--- config.mk ---
export PLATFORM = sky130hd
export DESIGN_NAME = indexed_bitmap_tracker_flat
export DESIGN_NICKNAME = d
export VERILOG_FILES = /design/src/rtl/indexed_bitmap_pkg.sv /design/src/rtl/indexed_bitmap_tracker_if.sv /design/src/rtl/indexed_bitmap_tracker_popcount.sv /design/src/rtl/indexed_bitmap_tracker.sv /design/src/flat_wrapper.sv
export SDC_FILE = /design/constraint.sdc
export NUM_CORES = 1
export LEC_CHECK = 0
export CAP_MARGIN = 20
export CORE_MARGIN = 8
export CORE_UTILIZATION = 41
export DETAILED_ROUTE_END_ITERATION = 8
export GPL_TIMING_DRIVEN = 0
export HOLD_SLACK_MARGIN = 0.03
export PLACE_DENSITY = 0.7
export SLEW_MARGIN = 10
export SYNTH_ARGS = -nofsm -noshare
export SYNTH_HDL_FRONTEND = slang
export SYNTH_HIERARCHICAL = 1
export SYNTH_SLANG_ARGS = --single-unit
--- constraint.sdc ---
create_clock -name clk -period 3.8 [get_ports clk]
set_input_delay 0.38 -clock clk [delete_from_list [all_inputs] [get_ports clk]]
set_output_delay 0.38 -clock clk [all_outputs]
set_load 0.01 [all_outputs]
--- src/rtl/indexed_bitmap_pkg.sv ---
// Shared types and helpers for the indexed bitmap tracker: index width derivation
// and the mirror-index mapping used by the flip bitmap.
package indexed_bitmap_pkg;

    localparam int DEFAULT_WIDTH = 8;
    localparam int DEFAULT_STEP  = 1;

    // Pointer width for a given bitmap width; WIDTH is a power of two >= 2.
    function automatic int idx_width(input int width);
        return $clog2(width);
    endfunction

    // Mirrored position of index i; equals ~i for power-of-two widths.
    function automatic int mirror_idx(input int i, input int width);
        return width - 1 - i;
    endfunction

endpackage

--- src/rtl/indexed_bitmap_tracker_if.sv ---
// Control/status bundle of the indexed bitmap tracker; the master drives commands,
// the slave (the tracker) returns pointer, bitmaps and status.
interface indexed_bitmap_tracker_if
    import indexed_bitmap_pkg::*;
#(
    parameter int WIDTH = DEFAULT_WIDTH
) ();
    localparam int IDXW = idx_width(WIDTH);

    logic            start;
    logic [IDXW-1:0] start_idx;
    logic            step_en;
    logic            clr_en;
    logic [IDXW-1:0] clr_idx;

    logic [IDXW-1:0] ptr;
    logic [WIDTH-1:0] vec;
    logic [WIDTH-1:0] vec_flip;
    logic [IDXW:0]   count;
    logic            full;
    logic            done;

    modport master (
        output start, start_idx, step_en, clr_en, clr_idx,
        input  ptr, vec, vec_flip, count, full, done
    );

    modport slave (
        input  start, start_idx, step_en, clr_en, clr_idx,
        output ptr, vec, vec_flip, count, full, done
    );

endinterface

--- src/rtl/indexed_bitmap_tracker_popcount.sv ---
// Combinational population count of a power-of-two-wide vector, built as a
// balanced pairwise adder tree with one generate level per halving.
module bitmap_popcount
    import indexed_bitmap_pkg::*;
#(
    parameter  int WIDTH = DEFAULT_WIDTH,
    localparam int IDXW  = idx_width(WIDTH)
) (
    input  logic [WIDTH-1:0] vec_i,
    output logic [IDXW:0]    count_o
);

    // Level l holds WIDTH>>l partial sums; the single node at level IDXW is the total.
    for (genvar l = 0; l <= IDXW; l++) begin : g_lvl
        localparam int N = WIDTH >> l;
        logic [IDXW:0] node [N];

        if (l == 0) begin : g_leaf
            for (genvar i = 0; i < N; i++) begin : g_bit
                assign node[i] = (IDXW + 1)'(vec_i[i]);
            end
        end else begin : g_sum
            for (genvar i = 0; i < N; i++) begin : g_pair
                assign node[i] = g_lvl[l-1].node[2*i] + g_lvl[l-1].node[2*i+1];
            end
        end
    end

    assign count_o = g_lvl[IDXW].node[0];

endmodule

--- src/rtl/indexed_bitmap_tracker.sv ---
// Pointer-driven visited/occupied tracker: each advance marks the old pointer in a
// forward bitmap and its mirror in a flip bitmap, with clear, popcount and full/done.
module indexed_bitmap_tracker
    import indexed_bitmap_pkg::*;
#(
    parameter  int WIDTH = DEFAULT_WIDTH,
    parameter  int STEP  = DEFAULT_STEP,
    localparam int IDXW  = idx_width(WIDTH)
) (
    input  logic clk,
    input  logic rst,
    indexed_bitmap_tracker_if.slave bus
);

    localparam logic [IDXW-1:0] STEP_W = IDXW'(STEP);

    logic [IDXW-1:0]  ptr_q, ptr_d;
    logic [WIDTH-1:0] vec_q, vec_d;
    logic [WIDTH-1:0] flip_q, flip_d;
    logic [IDXW:0]    count_q, count_d;
    logic             done_q, done_d;

    logic [IDXW-1:0]  ptr_mir;
    logic [IDXW-1:0]  clr_mir;

    assign ptr_mir = IDXW'(mirror_idx(int'(ptr_q), WIDTH));
    assign clr_mir = IDXW'(mirror_idx(int'(bus.clr_idx), WIDTH));

    always_comb begin
        // NOTE: every variable gets a default first so no path can infer a latch.
        ptr_d  = ptr_q;
        vec_d  = vec_q;
        flip_d = flip_q;
        done_d = 1'b0;

        if (bus.start) begin
            ptr_d  = bus.start_idx;
            vec_d  = '0;
            flip_d = '0;
        end else begin
            if (bus.step_en) begin
                vec_d[ptr_q]    = 1'b1;
                flip_d[ptr_mir] = 1'b1;
                ptr_d           = ptr_q + STEP_W;
            end
            // Applied after the set so a same-index collision leaves the bit clear.
            if (bus.clr_en) begin
                vec_d[bus.clr_idx] = 1'b0;
                flip_d[clr_mir]    = 1'b0;
            end
            done_d = (&vec_d) && !(&vec_q);
        end
    end

    // Count is taken from the next bitmap so the registered value tracks vec exactly.
    bitmap_popcount #(
        .WIDTH (WIDTH)
    ) u_popcount (
        .vec_i   (vec_d),
        .count_o (count_d)
    );

    // NOTE: the bitmaps are ordinary flops rather than a RAM, so they take the
    // asynchronous reset along with the rest of the state.
    always_ff @(posedge clk or posedge rst) begin
        if (rst) begin
            ptr_q   <= '0;
            vec_q   <= '0;
            flip_q  <= '0;
            count_q <= '0;
            done_q  <= 1'b0;
        end else begin
            // NOTE: non-blocking assignments so every flop samples pre-edge values.
            ptr_q   <= ptr_d;
            vec_q   <= vec_d;
            flip_q  <= flip_d;
            count_q <= count_d;
            done_q  <= done_d;
        end
    end

    assign bus.ptr      = ptr_q;
    assign bus.vec      = vec_q;
    assign bus.vec_flip = flip_q;
    assign bus.count    = count_q;
    assign bus.full     = &vec_q;
    assign bus.done     = done_q;

endmodule
--- src/flat_wrapper.sv ---
// flat-port wrapper written by rule: the top's interface ports become plain ports
module indexed_bitmap_tracker_flat import indexed_bitmap_pkg::*;
#(
    parameter  int WIDTH = DEFAULT_WIDTH,
    parameter  int STEP  = DEFAULT_STEP,
    localparam int IDXW  = idx_width(WIDTH)
)
  (clk, rst, bus_start, bus_start_idx, bus_step_en, bus_clr_en, bus_clr_idx, bus_ptr, bus_vec, bus_vec_flip, bus_count, bus_full, bus_done);
  indexed_bitmap_tracker_if #(.WIDTH(WIDTH)) bus_i ();
  input  logic clk;
  input  logic rst;
  input wire logic [$bits(bus_i.start)-1:0] bus_start;
  input wire logic [$bits(bus_i.start_idx)-1:0] bus_start_idx;
  input wire logic [$bits(bus_i.step_en)-1:0] bus_step_en;
  input wire logic [$bits(bus_i.clr_en)-1:0] bus_clr_en;
  input wire logic [$bits(bus_i.clr_idx)-1:0] bus_clr_idx;
  output wire logic [$bits(bus_i.ptr)-1:0] bus_ptr;
  output wire logic [$bits(bus_i.vec)-1:0] bus_vec;
  output wire logic [$bits(bus_i.vec_flip)-1:0] bus_vec_flip;
  output wire logic [$bits(bus_i.count)-1:0] bus_count;
  output wire logic [$bits(bus_i.full)-1:0] bus_full;
  output wire logic [$bits(bus_i.done)-1:0] bus_done;
  assign bus_i.start = bus_start;
  assign bus_i.start_idx = bus_start_idx;
  assign bus_i.step_en = bus_step_en;
  assign bus_i.clr_en = bus_clr_en;
  assign bus_i.clr_idx = bus_clr_idx;
  assign bus_ptr = bus_i.ptr;
  assign bus_vec = bus_i.vec;
  assign bus_vec_flip = bus_i.vec_flip;
  assign bus_count = bus_i.count;
  assign bus_full = bus_i.full;
  assign bus_done = bus_i.done;
  indexed_bitmap_tracker #(.WIDTH(WIDTH), .STEP(STEP)) u_core (.clk(clk), .rst(rst), .bus(bus_i));
endmodule
==> reports/qor.yml, run 1 <==
outcome:
  status: "finished, final reports clean"
final_layout:
  drive_gt1_frac: 0.0552
  nFillCells: 287
  num-nets-final: 187
  instances_no_fill: 207
  synthToLayoutAreaGrowth_pct: 32.5
  finalInstanceArea_um2: 1760
  antenna_cells: 0
setup_path:
  worstSetupEndpointType: "flip-flop"
  setup.worst_path.class: "primary input to flip-flop"
  crit_required_ps: 4020
  cp_max_fo: 7
  arrival_ps: 3530
  critPathLaunchType: "primary input"
grt:
  grt_usage: 0.131
  met3_usage: 0.0234
  grt_max_degree: 25
  grtUsageMet2: 0.217
  grt-busiest-layer: "met2"
  grt_first_pass_wirelength_um: 5380
  antenna_found_initial: 0
  grt_use_met1: 0.156
  gr-total-overflow: 0
  grt_pass1_vias: 1084
die:
  coreArea_um2: 3080
  dieWidth_um: 72.9
  start_util: 0.431
  die_area_um2: 5310
  num_rows: 20
  boundaryPins: 36
  die_y_um: 72.9
timing:
  hold_viol: 0
  fin_crit_ps: 3310
  rsz0062_at_grt: "no"
  post-route-period-util: 0.872
  worst_slew_pin_slew_ps: 923
  setup_tns_ps: 0
  fin_worst_skew_ps: 2.40
  hold_slack_ps: 410
  slew_headroom: 0.384
  maxSlewViolCount: 0
  setup_viol: 0
  fin_ws_ps: 488
  fmax_mhz: 302
synthesis:
  synth_area_leaders: "dfrtp_1 45%, o21a_1 7.9%, ha_1 7.5%, fa_1 6.0%, nand2_1 3.1%"
  synth_warnings: 6
  ys_seq_area_frac: 0.452
  synth_common_cells: "24 x dfrtp_1, 14 x o21a_1, 11 x nand2_1"
  yosysMostFrequentCell: "dfrtp_1"
  ys.flop_type: "dfrtp_1"
  synth-edff-count: 0
  synthesis.nets: 148
  syn_area_um2: 1330
  async_flop_share: 1.00
  synth_top_area_frac: 0.452
  synth_cell_types: 33
  synth-seq-cells: 24
  synth_top_area_cell: "dfrtp_1"
  avgSynthCellArea_um2: 10.6
  netlist_instances: 125
route:
  ant_nets: 0
  drt_wl_total_um: 3220
  vias: 1051
  drtPass1Iterations: 4
  wl_per_cell_um: 15.6
  drt_iter0_drc: 78
  route.detailed.drc: 0
  avgViaCountPerCell: 5.08
placement:
  hpwl_um: 2610
  gp_congestion: 0.799
  pre_cts_slack_ps: 90.6
  placedInstanceArea_um2: 1720
  place.port_buffers: 34
  dp_cells: 203
pwr:
  ir_drop_mv: 0.154
  power_per_cell_area_nw_per_um2: 328
  p_leak_nw: 0.764
job:
  drv_cap: 0
clock_network:
  cts_sinks: 24
  clkLatencyLatePin_ps: 320
  cts_made_buffers: 3
  cts_max_path_buffers: 2
  cts-resized-gates: 0
  hold_buffers: 0
  htree_levels: 1
  cts_tree: "done"
  root_buffer: "clkbuf_4"
  path_clk_slew_ps: 130
  cts_setup_buffers: 0
hold_path:
  hp-class: "primary input to flip-flop"
## layer usage
layer	part of all wire	vias to the layer above
met5	0	-
met3	0.067	2
met2	0.51	32
li1	-	516
met1	0.41	501
met4	0.013	0
## cells by family (layout without fill, tap and decap cells)
group           count (synthesis)  in the layout  share of synthesized area
compound gates                 37             37                      0.197
simple gates                   34             34                      0.134
flops                          24             24                      0.452
buf+inv                        14             52                     0.0537
fa+ha+maj                      12             12                      0.136
xor+xnor                        3              3                     0.0198
mux                             1              1                    0.00754
## critical path, cell delays in order
cell and delay, ps:
clkdlybuf4s50_1 500, nor2b_1 210, a21oi_1 270, o21a_1 190
inv_1 60, fa_1 470, inv_1 70, ha_1 160
inv_1 70, fa_1 510, inv_1 70, fa_1 440
xnor2_1 140
## sequential cells by signal (all words and copies together) (netlist names)
register / flops
u_core/bus.ptr: 3
u_core/bus.count: 4
u_core/bus.done: 1
u_core/bus.vec: 8
u_core/bus.vec_flip: 8
## path summary, 6_finish.rpt
path / startpoint / endpoint / slack (ps) / cells past startpoint
max reg2reg: u_core/bus.ptr[1] / u_core/bus.count[2] / 570 / 13
min in group asynchronous: rst / u_core/bus.vec_flip[6] / 550 / 2
max: bus_clr_en / u_core/bus.count[2] / 490 / 13
max in group asynchronous: rst / u_core/bus.vec[5] / 2690 / 2
min: bus_step_en / u_core/bus.ptr[0] / 410 / 3
min reg2reg: u_core/bus.vec_flip[5] / u_core/bus.vec_flip[5] / 510 / 1
## final cells by class
type,count,area [µm²],area share
Multi-Input combinational cell,87,656,0.373
Inverter,10,37.5,0.0213
Buffer,4,33.8,0.0192
Tap cell,44,55.1,0.0313
Clock buffer,4,36.3,0.0206
Sequential cell,24,601,0.341
Timing Repair Buffer,34,340,0.193
## per-stage QoR
step | utilization | power, W
CTS | 0.572 | 0.000585
floorplan | - | 0.000371
global placement | 0.560 | 0.000441
finish | 0.572 | 0.000576
global route | 0.572 | 0.000614
detailed placement | 0.560 | 0.000447
## layout by cell type, fill, tap and decap left out
master,Yosys,routed
clkdlybuf4s50_1,0,34
dfrtp_1,24,24
o21a_1,14,14
nand2_1,11,11
inv_1,10,10
nor2_1,8,8
ha_1,8,8
o21ai_1,4,4
a21oi_1,4,4
fa_1,4,4
clkbuf_4,0,3
xnor2_1,3,3
nor3_1,3,3
nor2b_1,3,3
a31oi_1,3,3
o21ai_0,3,3
buf_6,2,2
nand2b_1,2,2
nand4_1,2,2
a311oi_1,2,2
clkbuf_8,0,1
clkbuf_1,1,1
buf_4,1,1
a41oi_1,1,1
nor3_2,1,1
and4b_1,1,1
nor4b_1,1,1
nand4bb_1,1,1
a22oi_1,1,1
nand3b_1,1,1
a32oi_1,1,1
o22a_1,1,1
o2111ai_1,1,1
a2111oi_2,1,1
mux2i_1,1,1
o21bai_1,1,1
## where the power goes
group	switching, W	internal (W)
Clock	0.0000775	0.0000586
Sequential	0.0000180	0.000275
Combinational	0.0000716	0.0000760
No activity file was read; power rests on OpenSTA's default activity.
==> inputs of run 2 (changes only) <==
CORE_MARGIN = default   (was 8)
SLEW_MARGIN = default   (was 10)
==> reports/qor.yml, run 2 (synthesized netlist as in run 1, its figures left out) <==
die:
  boundaryPins: 36
  die_area_um2: 3470
  dieWidth_um: 58.9
  num_rows: 20
  coreArea_um2: 3050
  die_y_um: 58.9
  start_util: 0.435
route:
  avgViaCountPerCell: 5.25
  drtPass1Iterations: 4
  vias: 1087
  ant_nets: 0
  highest_layer: "met4"
  wl_per_cell_um: 13.8
  drt_wl_total_um: 2860
  routedLengthMet1_um: 1320
  wl_met2_um: 1370
  route.detailed.drc: 0
  dr_wl_met3_um: 152
  drt_iter0_drc: 33
clock_network:
  clkLatencyLatePin_ps: 310
  cts_sinks: 24
  path_clk_slew_ps: 130
  hold_buffers: 0
  cts_made_buffers: 3
  htree_levels: 1
  cts-resized-gates: 0
  root_buffer: "clkbuf_4"
  cts_setup_buffers: 0
  cts_max_path_buffers: 2
  cts_tree: "done"
hold_path:
  holdPathStages: 3
  hp-class: "primary input to flip-flop"
placement:
  gp_congestion: 0.780
  hpwl_um: 2220
  placedInstanceArea_um2: 1720
  place.port_buffers: 34
timing:
  maxSlewViolCount: 0
  setup_tns_ps: 0
  fin_worst_skew_ps: 0.722
  post-route-period-util: 0.872
  hold_viol: 0
  worst_slew_pin_slew_ps: 913
  rsz0062_at_grt: "no"
  fmax_mhz: 302
  setup_viol: 0
  slew_headroom: 0.391
  fin_crit_ps: 3310
pwr:
  p_sw_frac: 0.288
  power_per_cell_area_nw_per_um2: 327
  comb_power_share: 0.255
  p_leak_nw: 0.764
  power.switching_w: 0.000166
  ir_drop_mv: 0.179
  power_frac_clock: 0.237
  p_seq_frac: 0.508
  p_int_w: 0.000409
setup_path:
  cp_num_buf_inv: 5
  reg2regPathDepth: 13
  crit_slowest_cell: "clkdlybuf4s50_1"
  cp_num_cells: 13
  cpMostUsedCell: "inv_1"
  cp_top_family: "adder cells"
  crit_chain: "clkdlybuf4s50_1 -> nor2b_1 -> a21oi_1 -> o21a_1 -> inv_1 -> fa_1 -> inv_1 -> ha_1 -> inv_1 -> fa_1 -> inv_1 -> fa_1 -> xnor2_1"
  arrival_ps: 3530
  worstSetupEndpointType: "flip-flop"
  r2r_setup_slack_ps: 540
  cp_max_fo: 7
  crit_required_ps: 4020
  cp_slowest_stage_delay_ps: 520
  critPathLaunchType: "primary input"
  setup.worst_path.class: "primary input to flip-flop"
final_layout:
  layout_common_cells: "34 x clkdlybuf4s50_1, 24 x dfrtp_1, 14 x o21a_1"
  synthToLayoutAreaGrowth_pct: 32.5
  final_common_cell: "clkdlybuf4s50_1"
  num-nets-final: 187
  antenna_cells: 0
  drive_gt1_frac: 0.0552
  finalInstanceArea_um2: 1760
grt:
  grt_pass1_vias: 1091
  grt_usage: 0.184
  antenna_found_initial: 0
  gr-total-overflow: 0
  grt_first_pass_wirelength_um: 4810
  grt_max_degree: 25
outcome:
  status: "finished, final reports clean"
job:
  drv_cap: 0
[run 2: cell counts in the layout (fill, tap and decap cells not counted)]
Identical to the previous run, type by type.
[run 2: stage by stage]
step / power [W] / util / instances / setup WS [ps] / hold slack (ps)
final: 0.000575 / 0.576 / 207 / 487 / 417
after global routing: 0.000603 / 0.576 / 207 / 296 / 429
after CTS: 0.000579 / 0.576 / 207 / 473 / 402
after detailed placement: 0.000443 / 0.564 / 203 / 128 / 483
after global placement: 0.000439 / 0.564 / 203 / 216 / 479
after floorplan: 0.000371 / - / 125 / 772 / 395
[run 2: path summary, 6_finish.rpt]
check,endpoint,start
setup / recovery,u_core/bus.count[2],bus_clr_en
hold / removal,u_core/bus.ptr[0],bus_step_en
setup reg to reg,u_core/bus.count[2],u_core/bus.ptr[1]
hold reg to reg,u_core/bus.vec_flip[5],u_core/bus.vec_flip[5]
max in group asynchronous,u_core/bus.vec_flip[0],rst
min in group asynchronous,u_core/bus.vec_flip[6],rst
[run 2: per-layer routing]
| metal | track usage | up-vias |
|---|---|---|
| met3 | 0.0198 | 2 |
| li1 | - | 520 |
| met5 | 0 | - |
| met1 | 0.243 | 522 |
| met4 | 0.0646 | 0 |
| met2 | 0.313 | 43 |
[run 2: tightest hold or removal path: cells and delay by family]
kind	cells	cell delay, ps
buffers and inverters	1	140
xor gates and xnor gates	1	130
AOI/OAI and AO/OA	1	50
[run 2: cell type report]
| class | instances | area (µm²) |
|---|---|---|
| Sequential cell | 24 | 601 |
| Buffer | 4 | 33.8 |
| Inverter | 10 | 37.5 |
| Multi-Input combinational cell | 87 | 656 |
| Timing Repair Buffer | 34 | 340 |
| Tap cell | 44 | 55.1 |
| Fill cell | 278 | 1290 |
| Clock buffer | 4 | 36.3 |
[run 2: power groups by stage]
| stage | registers (W) | clock network, W | logic [W] |
|---|---|---|---|
| 6_report | 0.000292 | 0.000136 | 0.000147 |
| 3_5_place_dp | 0.000298 | 0 | 0.000145 |
| 3_3_place_gp | 0.000296 | 0 | 0.000143 |
| 4_1_cts | 0.000293 | 0.000140 | 0.000147 |
| 2_1_floorplan | 0.000304 | 0 | 0.0000671 |
| 5_1_grt | 0.000295 | 0.000147 | 0.000161 |
